$ cat src/rtl/control_scoreboard_decode_pkg.sv
// Shared decode definitions for the pipelined core: instruction type and
// funct codes, ALU operation encodings, control-word bit positions and the
// control-word width as a function of the register-address width.
package mips_ctrl_pkg;

  typedef enum logic [5:0] {
    OP_R  = 6'b000001,
    OP_LW = 6'b000010,
    OP_SW = 6'b000011
  } opcode_e;

  typedef enum logic [5:0] {
    FN_NOP = 6'd31,
    FN_ADD = 6'd32,
    FN_SUB = 6'd34,
    FN_AND = 6'd36,
    FN_OR  = 6'd37,
    FN_MUL = 6'd50
  } funct_e;

  typedef enum logic [1:0] {
    ALU_ADD = 2'b00,
    ALU_SUB = 2'b01,
    ALU_AND = 2'b10,
    ALU_OR  = 2'b11
  } alu_op_e;

  // Fixed low bits of the control word.
  localparam int unsigned CTRL_ALU_LO  = 0;
  localparam int unsigned CTRL_WB_MEM  = 2;
  localparam int unsigned CTRL_MEM_WR  = 3;
  localparam int unsigned CTRL_MUX_MUL = 4;
  localparam int unsigned CTRL_MUX_B   = 5;
  localparam int unsigned CTRL_DEST_LO = 6;

  // Register fields and write_rf shift with the register-address width.
  function automatic int unsigned ctrl_srcb_lo(input int unsigned ra_w);
    return 6 + ra_w;
  endfunction

  function automatic int unsigned ctrl_srca_lo(input int unsigned ra_w);
    return 6 + 2 * ra_w;
  endfunction

  function automatic int unsigned ctrl_write_rf(input int unsigned ra_w);
    return 6 + 3 * ra_w;
  endfunction

  function automatic int unsigned ctrl_w(input int unsigned ra_w);
    return 1 + 3 * ra_w + 6;
  endfunction

endpackage

$ cat src/rtl/control_scoreboard_decode_if.sv
// Decode-stage bus: instruction input handshake, control-word output
// handshake, writeback retire port and debug/status outputs.
//   slave  : the decode stage (control_scoreboard_decode)
//   master : the surrounding pipeline / testbench
interface control_scoreboard_decode_if
  import mips_ctrl_pkg::*;
#(
  parameter int unsigned RA_W = 5
) ();
  localparam int unsigned CTRL_W = ctrl_w(RA_W);
  localparam int unsigned NREG   = 1 << RA_W;

  logic              in_valid;
  logic              in_ready;
  logic [31:0]       instr;
  logic              out_valid;
  logic              out_ready;
  logic [CTRL_W-1:0] ctrl;
  logic              illegal;
  logic              wb_valid;
  logic [RA_W-1:0]   wb_addr;
  logic              stall;
  logic [NREG-1:0]   busy_vec;

  modport slave (
    input  in_valid, instr, out_ready, wb_valid, wb_addr,
    output in_ready, out_valid, ctrl, illegal, stall, busy_vec
  );

  modport master (
    output in_valid, instr, out_ready, wb_valid, wb_addr,
    input  in_ready, out_valid, ctrl, illegal, stall, busy_vec
  );
endinterface

$ cat src/rtl/control_scoreboard_decode_scoreboard.sv
// Per-register busy scoreboard.
//   clk, rst              : clock, async active-high reset
//   set_en_i/set_addr_i   : mark a register pending (new writer issued)
//   clr_en_i/clr_addr_i   : retire a register write
//   q{a,b,d}_addr_i       : query addresses
//   q{a,b,d}_pend_o       : busy bit with a same-cycle retire already removed
//   busy_vec_o            : registered busy bits (bit 0 always 0)
module reg_scoreboard #(
  parameter int unsigned RA_W = 5
) (
  input  logic                   clk,
  input  logic                   rst,
  input  logic                   set_en_i,
  input  logic [RA_W-1:0]        set_addr_i,
  input  logic                   clr_en_i,
  input  logic [RA_W-1:0]        clr_addr_i,
  input  logic [RA_W-1:0]        qa_addr_i,
  input  logic [RA_W-1:0]        qb_addr_i,
  input  logic [RA_W-1:0]        qd_addr_i,
  output logic                   qa_pend_o,
  output logic                   qb_pend_o,
  output logic                   qd_pend_o,
  output logic [(1<<RA_W)-1:0]   busy_vec_o
);
  localparam int unsigned NREG = 1 << RA_W;

  logic [NREG-1:0] busy_q, busy_d;
  logic [NREG-1:0] clr_mask, set_mask, pend;

  always_comb begin
    clr_mask = '0;
    set_mask = '0;
    if (clr_en_i) clr_mask[clr_addr_i] = 1'b1;
    if (set_en_i) set_mask[set_addr_i] = 1'b1;
    pend = busy_q & ~clr_mask;
    // Set is applied after clear so a new writer stays pending.
    busy_d    = pend | set_mask;
    busy_d[0] = 1'b0;
  end

  always_ff @(posedge clk or posedge rst) begin
    if (rst) busy_q <= '0;
    else     busy_q <= busy_d;
  end

  assign qa_pend_o  = pend[qa_addr_i];
  assign qb_pend_o  = pend[qb_addr_i];
  assign qd_pend_o  = pend[qd_addr_i];
  assign busy_vec_o = busy_q;

endmodule

$ cat src/rtl/control_scoreboard_decode.sv
// Registered decode stage: turns a 32-bit instruction into the packed
// control word, with valid/ready on both sides and a busy scoreboard that
// holds back instructions whose sources or destination await writeback.
//   clk : clock (rising edge)
//   rst : asynchronous active-high reset
//   bus : control_scoreboard_decode_if.slave (in_valid/in_ready/instr,
//         out_valid/out_ready/ctrl/illegal, wb_valid/wb_addr, stall, busy_vec)
module control_scoreboard_decode
  import mips_ctrl_pkg::*;
#(
  parameter int unsigned RA_W = 5
) (
  input  logic                         clk,
  input  logic                         rst,
  control_scoreboard_decode_if.slave   bus
);
  localparam int unsigned CTRL_W = ctrl_w(RA_W);

  logic [31:0]     instr;
  logic [5:0]      op;
  logic [5:0]      fn;
  logic [RA_W-1:0] rs, rt, rd;

  assign instr = bus.instr;
  assign op    = instr[31:26];
  assign fn    = instr[5:0];
  assign rs    = instr[21 +: RA_W];
  assign rt    = instr[16 +: RA_W];
  assign rd    = instr[11 +: RA_W];

  logic unused_instr_bits;
  assign unused_instr_bits = ^instr;

  // Decode
  logic            dec_write, dec_mbi, dec_mul, dec_memwr, dec_wbmem;
  logic            dec_illegal, use_a, use_b, arith;
  logic [RA_W-1:0] dec_a, dec_b, dec_d;
  alu_op_e         dec_alu;
  logic [CTRL_W-1:0] dec_ctrl;

  always_comb begin
    dec_write   = 1'b0;
    dec_mbi     = 1'b0;
    dec_mul     = 1'b0;
    dec_memwr   = 1'b0;
    dec_wbmem   = 1'b0;
    dec_illegal = 1'b0;
    use_a       = 1'b0;
    use_b       = 1'b0;
    arith       = 1'b0;
    dec_a       = '0;
    dec_b       = '0;
    dec_d       = '0;
    dec_alu     = ALU_ADD;
    case (op)
      OP_R: begin
        case (fn)
          FN_ADD: begin arith = 1'b1; dec_alu = ALU_ADD; end
          FN_SUB: begin arith = 1'b1; dec_alu = ALU_SUB; end
          FN_AND: begin arith = 1'b1; dec_alu = ALU_AND; end
          FN_OR:  begin arith = 1'b1; dec_alu = ALU_OR;  end
          FN_MUL: begin arith = 1'b1; dec_mul = 1'b1;    end
          FN_NOP: ;
          default: dec_illegal = 1'b1;
        endcase
        if (arith) begin
          dec_write = 1'b1;
          dec_a     = rs;
          dec_b     = rt;
          dec_d     = rd;
          dec_mbi   = 1'b1;
          use_a     = 1'b1;
          use_b     = 1'b1;
        end
      end
      OP_LW: begin
        dec_write = 1'b1;
        dec_a     = rs;
        dec_d     = rt;
        dec_wbmem = 1'b1;
        use_a     = 1'b1;
      end
      OP_SW: begin
        dec_a     = rs;
        dec_b     = rt;
        dec_memwr = 1'b1;
        use_a     = 1'b1;
        use_b     = 1'b1;
      end
      default: dec_illegal = 1'b1;
    endcase
  end

  always_comb begin
    dec_ctrl = '0;
    dec_ctrl[ctrl_write_rf(RA_W)]        = dec_write;
    dec_ctrl[ctrl_srca_lo(RA_W) +: RA_W] = dec_a;
    dec_ctrl[ctrl_srcb_lo(RA_W) +: RA_W] = dec_b;
    dec_ctrl[CTRL_DEST_LO +: RA_W]       = dec_d;
    dec_ctrl[CTRL_MUX_B]                 = dec_mbi;
    dec_ctrl[CTRL_MUX_MUL]               = dec_mul;
    dec_ctrl[CTRL_MEM_WR]                = dec_memwr;
    dec_ctrl[CTRL_WB_MEM]                = dec_wbmem;
    dec_ctrl[CTRL_ALU_LO +: 2]           = dec_alu;
  end

  // Hazard detection and issue
  logic pend_a, pend_b, pend_d, hazard, issue, set_en;
  logic out_valid_q, out_valid_d;
  logic illegal_q, illegal_d;
  logic [CTRL_W-1:0] ctrl_q, ctrl_d;

  assign hazard = (use_a & pend_a) | (use_b & pend_b) | (dec_write & pend_d);
  assign issue  = bus.in_valid & ~hazard & (~out_valid_q | bus.out_ready);
  assign set_en = issue & dec_write & (dec_d != '0);

  reg_scoreboard #(.RA_W(RA_W)) u_sb (
    .clk        (clk),
    .rst        (rst),
    .set_en_i   (set_en),
    .set_addr_i (dec_d),
    .clr_en_i   (bus.wb_valid),
    .clr_addr_i (bus.wb_addr),
    .qa_addr_i  (dec_a),
    .qb_addr_i  (dec_b),
    .qd_addr_i  (dec_d),
    .qa_pend_o  (pend_a),
    .qb_pend_o  (pend_b),
    .qd_pend_o  (pend_d),
    .busy_vec_o (bus.busy_vec)
  );

  // Output register: load on issue, drop valid when consumed, otherwise hold.
  always_comb begin
    out_valid_d = out_valid_q;
    ctrl_d      = ctrl_q;
    illegal_d   = illegal_q;
    if (issue) begin
      out_valid_d = 1'b1;
      ctrl_d      = dec_ctrl;
      illegal_d   = dec_illegal;
    end else if (bus.out_ready) begin
      out_valid_d = 1'b0;
    end
  end

  always_ff @(posedge clk or posedge rst) begin
    if (rst) begin
      out_valid_q <= 1'b0;
      ctrl_q      <= '0;
      illegal_q   <= 1'b0;
    end else begin
      out_valid_q <= out_valid_d;
      ctrl_q      <= ctrl_d;
      illegal_q   <= illegal_d;
    end
  end

  assign bus.in_ready  = issue;
  assign bus.stall     = bus.in_valid & hazard;
  assign bus.out_valid = out_valid_q;
  assign bus.ctrl      = ctrl_q;
  assign bus.illegal   = illegal_q;

endmodule

$ cat src/flat_wrapper.sv
// flat-port wrapper written by rule: the top's interface ports become plain ports
module control_scoreboard_decode_flat import mips_ctrl_pkg::*;
#(
  parameter int unsigned RA_W = 5
)
  (clk, rst, bus_in_valid, bus_instr, bus_out_ready, bus_wb_valid, bus_wb_addr, bus_in_ready, bus_out_valid, bus_ctrl, bus_illegal, bus_stall, bus_busy_vec);
  control_scoreboard_decode_if #(.RA_W(RA_W)) bus_i ();
  input  logic clk;
  input  logic rst;
  input wire logic [$bits(bus_i.in_valid)-1:0] bus_in_valid;
  input wire logic [$bits(bus_i.instr)-1:0] bus_instr;
  input wire logic [$bits(bus_i.out_ready)-1:0] bus_out_ready;
  input wire logic [$bits(bus_i.wb_valid)-1:0] bus_wb_valid;
  input wire logic [$bits(bus_i.wb_addr)-1:0] bus_wb_addr;
  output wire logic [$bits(bus_i.in_ready)-1:0] bus_in_ready;
  output wire logic [$bits(bus_i.out_valid)-1:0] bus_out_valid;
  output wire logic [$bits(bus_i.ctrl)-1:0] bus_ctrl;
  output wire logic [$bits(bus_i.illegal)-1:0] bus_illegal;
  output wire logic [$bits(bus_i.stall)-1:0] bus_stall;
  output wire logic [$bits(bus_i.busy_vec)-1:0] bus_busy_vec;
  assign bus_i.in_valid = bus_in_valid;
  assign bus_i.instr = bus_instr;
  assign bus_i.out_ready = bus_out_ready;
  assign bus_i.wb_valid = bus_wb_valid;
  assign bus_i.wb_addr = bus_wb_addr;
  assign bus_in_ready = bus_i.in_ready;
  assign bus_out_valid = bus_i.out_valid;
  assign bus_ctrl = bus_i.ctrl;
  assign bus_illegal = bus_i.illegal;
  assign bus_stall = bus_i.stall;
  assign bus_busy_vec = bus_i.busy_vec;
  control_scoreboard_decode #(.RA_W(RA_W)) u_core (.clk(clk), .rst(rst), .bus(bus_i));
endmodule
$ cat config.mk
export PLATFORM = sky130hd
export DESIGN_NAME = control_scoreboard_decode_flat
export DESIGN_NICKNAME = d
export VERILOG_FILES = /design/src/rtl/control_scoreboard_decode_pkg.sv /design/src/rtl/control_scoreboard_decode_if.sv /design/src/rtl/control_scoreboard_decode_scoreboard.sv /design/src/rtl/control_scoreboard_decode.sv /design/src/flat_wrapper.sv
export SDC_FILE = /design/constraint.sdc
export NUM_CORES = 1
export LEC_CHECK = 0
export ABC_AREA = 1
export CORE_ASPECT_RATIO = 0.75
export CORE_MARGIN = 5
export CORE_UTILIZATION = 46
export DETAILED_ROUTE_END_ITERATION = 6
export PLACE_DENSITY = 0.78
export SLEW_MARGIN = 20
export SYNTH_ARGS = -nofsm -noshare
export SYNTH_HDL_FRONTEND = slang
export SYNTH_SLANG_ARGS = --single-unit
$ cat constraint.sdc
create_clock -name clk -period 2.7 [get_ports clk]
set_clock_uncertainty 0.2 [all_clocks]
set_input_delay 0.405 -clock clk [delete_from_list [all_inputs] [get_ports clk]]
set_output_delay 0.405 -clock clk [all_outputs]
set_load 0.05 [all_outputs]
==> qor.txt, run 1 <==
status -> finished with violations
failing checks -> negative setup slack
ANT nets after route -> 0
Max-slew headroom -> 60.7%
Hold/Removal Path Class -> in -> async
sequential-to-total area share from yosys stat -> 33.5%
Buf/Inv on CP -> 6
most frequent cells in the layout -> nand2_1 (178), buf_4 (130), nand3_1 (85), clkdlybuf4s50_1 (72), inv_1 (59)
Syn Std Cell Area -> 4110 sq um
Critical Path AT -> 2.59 ns
setup_tns -> -10.83 ns
met3 Track Usage GR -> 6.95%
Num Clock Sinks -> 55
hold bufs inserted after CTS -> 0
Syn. warnings -> 0
Iteration-0 DRC Markers -> 785
initial antenna violation count -> 0
period utilization -> 118%
P per Cell Area -> 269 nW/um^2
post-synth net total -> 685
DRC -> 0
Final Critical Period -> 3.20 ns
kind of critical path -> in -> out
via count of the first global-routing pass -> 5,847
IO Pins -> 100
Gate Count Post-Synth -> 643
mean post-synth cell area -> 6.39 sq um
VDD IR max -> 0.283 mV
R2R Path Start -> u_core.u_sb.busy_vec_o[2]
grt total ovfl -> 0
H-tree lvl count -> 2
Tightest Pin Transition -> 0.589 ns
Clock Tree Buf Depth -> 2
input/output buffers -> 93
Core Region -> 8600 sq um
hold_ws -> 0.288 ns
Via Count -> 5,897
Row Count -> 29
drt first pass iters -> 6
die area -> 10,900 sq um
HPWL after DPL -> 13.9 mm
crit-path max cell delay -> 0.18 ns
Setup Viol. Count Final -> 56
largest net degree at the start of global routing -> 32
Most Frequent Cell on Critical Path -> nand3_2
Crit Reg-Reg Endpoint -> u_core.u_sb.busy_vec_o[20]
Routed WL per cell -> 20.0 um
Clk Tree Root Cell -> clkbuf_16
P_leak -> 0.00367 uW
most common cell after layout, fill and taps aside -> nand2_1
Final Util -> 82.9%
r2r setup slk -> -0.04 ns
Worst setup EP type -> output pin
GR Util met2 -> 54.1%
worst path cell trace -> buf_2 -> nor2_1 -> nand3_2 -> nand3_4 -> buf_6 -> buf_4 -> nand3_2 -> o21ai_4 -> inv_2 -> nand2_1 -> nor2_4 -> nand2_2 -> nand2_2 -> nor2_2 -> nand3_2 -> nand4_4 -> nor2_4 -> buf_6 -> buf_12
Power, Total -> 1920 uW
fin. max-slew vios -> 0
Clk pin slew, worst setup/hold paths -> 0.07 ns
synth unique cells -> 30
flop and latch count out of synthesis -> 55
DIE HEIGHT -> 91.9 um
CTS tree -> built
gr busiest metal -> met2
GRT Util Overall -> 34.5%
worst skew pair latency -> 0.30 ns
crit-path max FO -> 5
crit start category -> input pin
vias per inst -> 5.93
Area Overhead vs Synth -> 73.5%
RD Place Congestion -> 1.04
final setup margin -> -0.496 ns
detailed-route wire length -> 19.9 mm
Maximum Capacitance Violations -> 0
RSZ-0062 raised after global routing -> true
CP max stage cell -> nand2_1
nets -> 927
Antenna Cells -> 0
global-route met1 utilization -> 46.8%
FF-to-FF path depth -> 20
Fill cells -> 580
Fmax -> 0.313 GHz
Die X -> 119 um
critical path data required time -> 2.10 ns
initial core utilization -> 47.8%
final hold viol count -> 0
first-pass GRT wire length -> 30.1 mm
layout cells sized above 1 -> 34.9%
Top delay family on crit path -> simple AND/OR/NAND/NOR gates
CTS Buf Count -> 5
## repair_timing
item,CTS,global route
gates resized for setup,182,68
pin swaps,48,31
endpoints found under the setup margin,57,56
buffers inserted,28,9
gates cloned,6,2
## per-stage QoR
step           worst slack [ns]  instance area (sq um)  cells
3_5_place_dp             -0.897                   6010    945
4_1_cts                  -0.413                   6850    987
3_3_place_gp             -0.835                   6010    945
2_1_floorplan           -0.0405                   4120    643
5_1_grt                  -0.606                   7130    994
6_report                 -0.496                   7130    994
## report_power, final
part | switching [uW] | internal [uW] | total [uW]
logic | 237 | 187 | 424
registers | 4.38 | 830 | 835
clock network | 317 | 344 | 661
## sequential cells by signal (all words and copies together) (netlist names)
name                    cells
u_core.bus.illegal          1
u_core.bus.out_valid        1
u_core.bus.ctrl            22
u_core.u_sb.busy_vec_o     31
## cell type report
| cell class | count | area [sq um] | share of cell area, % |
|---|---|---|---|
| Clock buffer | 6 | 129 | 1.81 |
| Clock inverter | 2 | 12.5 | 0.176 |
| Inverter | 75 | 294 | 4.12 |
| Multi-Input combinational cell | 488 | 2740 | 38.4 |
| Sequential cell | 55 | 1380 | 19.3 |
| Tap cell | 108 | 135 | 1.90 |
| Timing Repair Buffer | 260 | 2440 | 34.3 |
## worst max path at each step
| stage | cells after the start | start | end |
|---|---|---|---|
| after floorplan | 18 | bus_instr[31] | bus_in_ready |
| after global placement | 18 | bus_instr[5] | bus_in_ready |
| after detailed placement | 20 | bus_instr[5] | u_core.u_sb.busy_vec_o[27] |
| after CTS | 21 | bus_instr[28] | bus_in_ready |
| after global routing | 17 | bus_wb_addr[1] | bus_in_ready |
| final | 19 | bus_instr[3] | bus_in_ready |
## cell usage after synthesis
master / instances / share of area [%]
clkbuf_1: 5 / 0.46
nor2_1: 58 / 5.3
nand3_2: 4 / 0.97
nand3_1: 102 / 12
nand2_4: 4 / 1.1
nand2_1: 210 / 19
inv_1: 69 / 6.3
buf_6: 7 / 1.9
o2111ai_1: 1 / 0.21
o21ai_2: 1 / 0.21
nand3b_1: 1 / 0.18
nand4_2: 1 / 0.30
buf_2: 10 / 1.2
nand3_4: 2 / 0.85
o22ai_2: 1 / 0.30
nand2_2: 8 / 1.2
o21ai_0: 32 / 3.9
a21boi_2: 1 / 0.27
inv_2: 5 / 0.46
dfrtp_1: 55 / 33
o21ai_1: 18 / 2.2
conb_1: 1 / 0.091
clkinv_1: 1 / 0.091
a21oi_1: 1 / 0.12
o21a_1: 2 / 0.37
nand4_1: 32 / 4.9
nor3_4: 1 / 0.40
buf_4: 4 / 0.73
nor3_1: 2 / 0.24
nor2_2: 4 / 0.61
## cells by family after synthesis
group,share of synthesized area [%]
DFF,33.5
AOI/OAI and AO/OA,7.58
other,0.0913
and+or+nand+nor,47.7
buffers and inverters,11.2
## metal layers
metal | vias up | share of wire (%)
met3 | 111 | 11
li1 | 2571 | -
met5 | - | 0
met2 | 455 | 44
met4 | 0 | 5.4
met1 | 2760 | 39
Note: power is estimated with default switching activity, not from simulation.
==> run 2: changes to the inputs <==
CORE_MARGIN = 2   (was 5)
==> run 2 against run 1 <==
The run ends with design-rule violations, negative setup slack left; via count is 4.5% lower; non-clock buffer count down 21; sequential power barely moved; clock power decreased by 1%.
==> qor.txt, run 2 (synthesis results as in run 1) <==
status -> finished with violations
failing checks -> design-rule violations, negative setup slack
grt total ovfl -> 0 (unchanged)
Final Critical Period -> 3.16 ns (-0.0399 ns)
nets -> 907 (-2.2%)
P_leak -> 0.00354 uW (-3.5%)
Routed WL per cell -> 18.4 um (-7.8%)
crit-path max FO -> 4 (-1)
Top delay family on crit path -> simple AND/OR/NAND/NOR gates
Max-slew headroom -> 64.2% (+3.5 points)
Tightest Pin Transition -> 0.536 ns (-0.0529 ns)
Num Clock Sinks -> 55 (unchanged)
Row Count -> 29 (unchanged)
Clock Tree Buf Depth -> 2 (unchanged)
Worst setup EP type -> output pin
CP max stage cell -> clkdlybuf4s15_1
CTS tree -> built
Critical Path AT -> 2.55 ns (-0.04 ns)
Maximum Capacitance Violations -> 0 (unchanged)
critical path data required time -> 2.10 ns (about the same)
vias per inst -> 5.78 (-2.5%)
largest net degree at the start of global routing -> 32 (unchanged)
detailed-route wire length -> 17.9 mm (-9.7%)
Hold/Removal Path Class -> in -> async
ANT nets after route -> 0 (unchanged)
fin. max-slew vios -> 0 (unchanged)
Buf/Inv on CP -> 7 (+1)
RSZ-0062 raised after global routing -> true
drt first pass iters -> 7 (+1)
most common cell after layout, fill and taps aside -> nand2_1
period utilization -> 117% (-1.5 points)
Via Count -> 5,634 (-4.5%)
Clk pin slew, worst setup/hold paths -> 0.07 ns (about the same)
DRC -> 4 (+4)
RD Place Congestion -> 0.932 (-10%)
max reg flops -> 31 (unchanged)
HPWL after DPL -> 12.3 mm (-11%)
CTS Buf Count -> 5 (unchanged)
final instance area -> 6810 sq um (-4.4%)
Die X -> 113 um (-5.0%)
worst skew pair latency -> 0.30 ns (about the same)
crit start category -> input pin
final setup margin -> -0.456 ns (+0.0399 ns)
most frequent cells in the layout -> nand2_1 (194), buf_4 (122), nand3_1 (78), clkdlybuf4s50_1 (72), inv_1 (60)
kind of critical path -> in -> out
via count of the first global-routing pass -> 5,340 (-8.7%)
layout cells sized above 1 -> 30.6% (-4.3 points)
worst path cell trace -> clkdlybuf4s15_1 -> inv_1 -> buf_4 -> nand2_2 -> inv_2 -> nand2_1 -> nand2_2 -> inv_1 -> nand2_1 -> buf_4 -> nor2_1 -> nand2_1 -> nand2_2 -> nor2_4 -> nand3_4 -> nand4_4 -> nor2_4 -> buf_12
Fmax -> 0.317 GHz (+1.3%)
Iteration-0 DRC Markers -> 697 (-11%)
Setup Viol. Count Final -> 56 (unchanged)
first-pass GRT wire length -> 27.5 mm (-8.6%)
Antenna Cells -> 0 (unchanged)
die area -> 9710 sq um (-11%)
input/output buffers -> 93 (unchanged)
initial antenna violation count -> 0 (unchanged)
P per Cell Area -> 275 nW/um^2 (+2.3%)
IO Pins -> 100 (unchanged)
final hold viol count -> 0 (unchanged)
DIE HEIGHT -> 85.9 um (-6.5%)
crit-path max cell delay -> 0.22 ns (+0.04 ns)
Area Overhead vs Synth -> 65.8%
VDD IR max -> 0.318 mV (+12%)
H-tree lvl count -> 2 (unchanged)
initial core utilization -> 48.0% (+0.20 points)
GRT Util Overall -> 36.0% (+1.5 points)
Core Region -> 8560 sq um (-0.42%)
Post-DP Area -> 5960 sq um (-0.79%)
Clk Tree Root Cell -> clkbuf_16
Power, Total -> 1880 uW (-2.3%)
==> run 2: cell count changes in the layout (fill, tap and decap cells not counted), sizes merged <==
cell | previous run | this run
dlygate4sd2 | 4 | 6
buf | 178 | 157
clkdlybuf4s15 | 2 | 1
inv | 73 | 74
nand3 | 108 | 109
clkinvlp | 2 | 1
dlymetal6s2s | 1 | 0
==> run 2: cell type report <==
type                       instances  area [sq um]
clock inverter                     2          12.5
sequential                        55          1380
timing repair buffer             239          2240
tap                              108           135
fill                             611          1750
inverter                          75           284
multi-input combinational        489          2630
clock buffer                       6           129
==> run 2: final timing paths <==
| check | start | to | slack [ns] | cells after the start |
|---|---|---|---|---|
| hold reg to reg | u_core.bus.ctrl[4] | u_core.bus.ctrl[4] | 0.29 | 2 |
| setup reg to reg | u_core.u_sb.busy_vec_o[16] | u_core.u_sb.busy_vec_o[4] | 0.19 | 18 |
| max in group asynchronous | rst | u_core.bus.ctrl[12] | 1.40 | 3 |
| hold / removal | rst | u_core.u_sb.busy_vec_o[22] | 0.27 | 2 |
| min in group clk | u_core.bus.ctrl[4] | u_core.bus.ctrl[4] | 0.29 | 2 |
| setup / recovery | bus_instr[26] | bus_in_ready | -0.46 | 18 |
==> run 2: report_power, final <==
| group | switching (uW) | internal, uW | leakage (uW) |
|---|---|---|---|
| clock | 308 | 344 | 0.0000669 |
| combinational | 223 | 168 | 0.00271 |
| sequential | 4.30 | 830 | 0.000762 |
==> run 2: routing by layer <==
layer	vias to the layer above	track usage, %	wire, um
met2	415	56.3	7860
met1	2602	50.8	7420
li1	2540	-	-
met4	0	10.1	613
met5	-	0	0
met3	77	7.49	2060
==> run 2: metrics by stage <==
step                      setup TNS [ns]  std cells  hold WS (ns)  util (%)  setup WS (ns)
after global placement            -46.39        937         0.267      69.6         -0.916
after CTS                          -7.33        969         0.286      77.0         -0.372
after detailed placement          -52.93        937         0.274      69.6          -1.11
final                             -13.75        974         0.272      79.6         -0.456
after floorplan                  -0.0520        643         0.353         -        -0.0405
after global routing              -20.14        974         0.302      79.6         -0.538
==> run 2: timing repair <==
item                                    CTS  global route
pin swaps                                27            31
buffers inserted                         19             3
endpoints found under the setup margin   57            56
gates resized for setup                 145            43
gates cloned                              5             2
hold buffers                              0             0
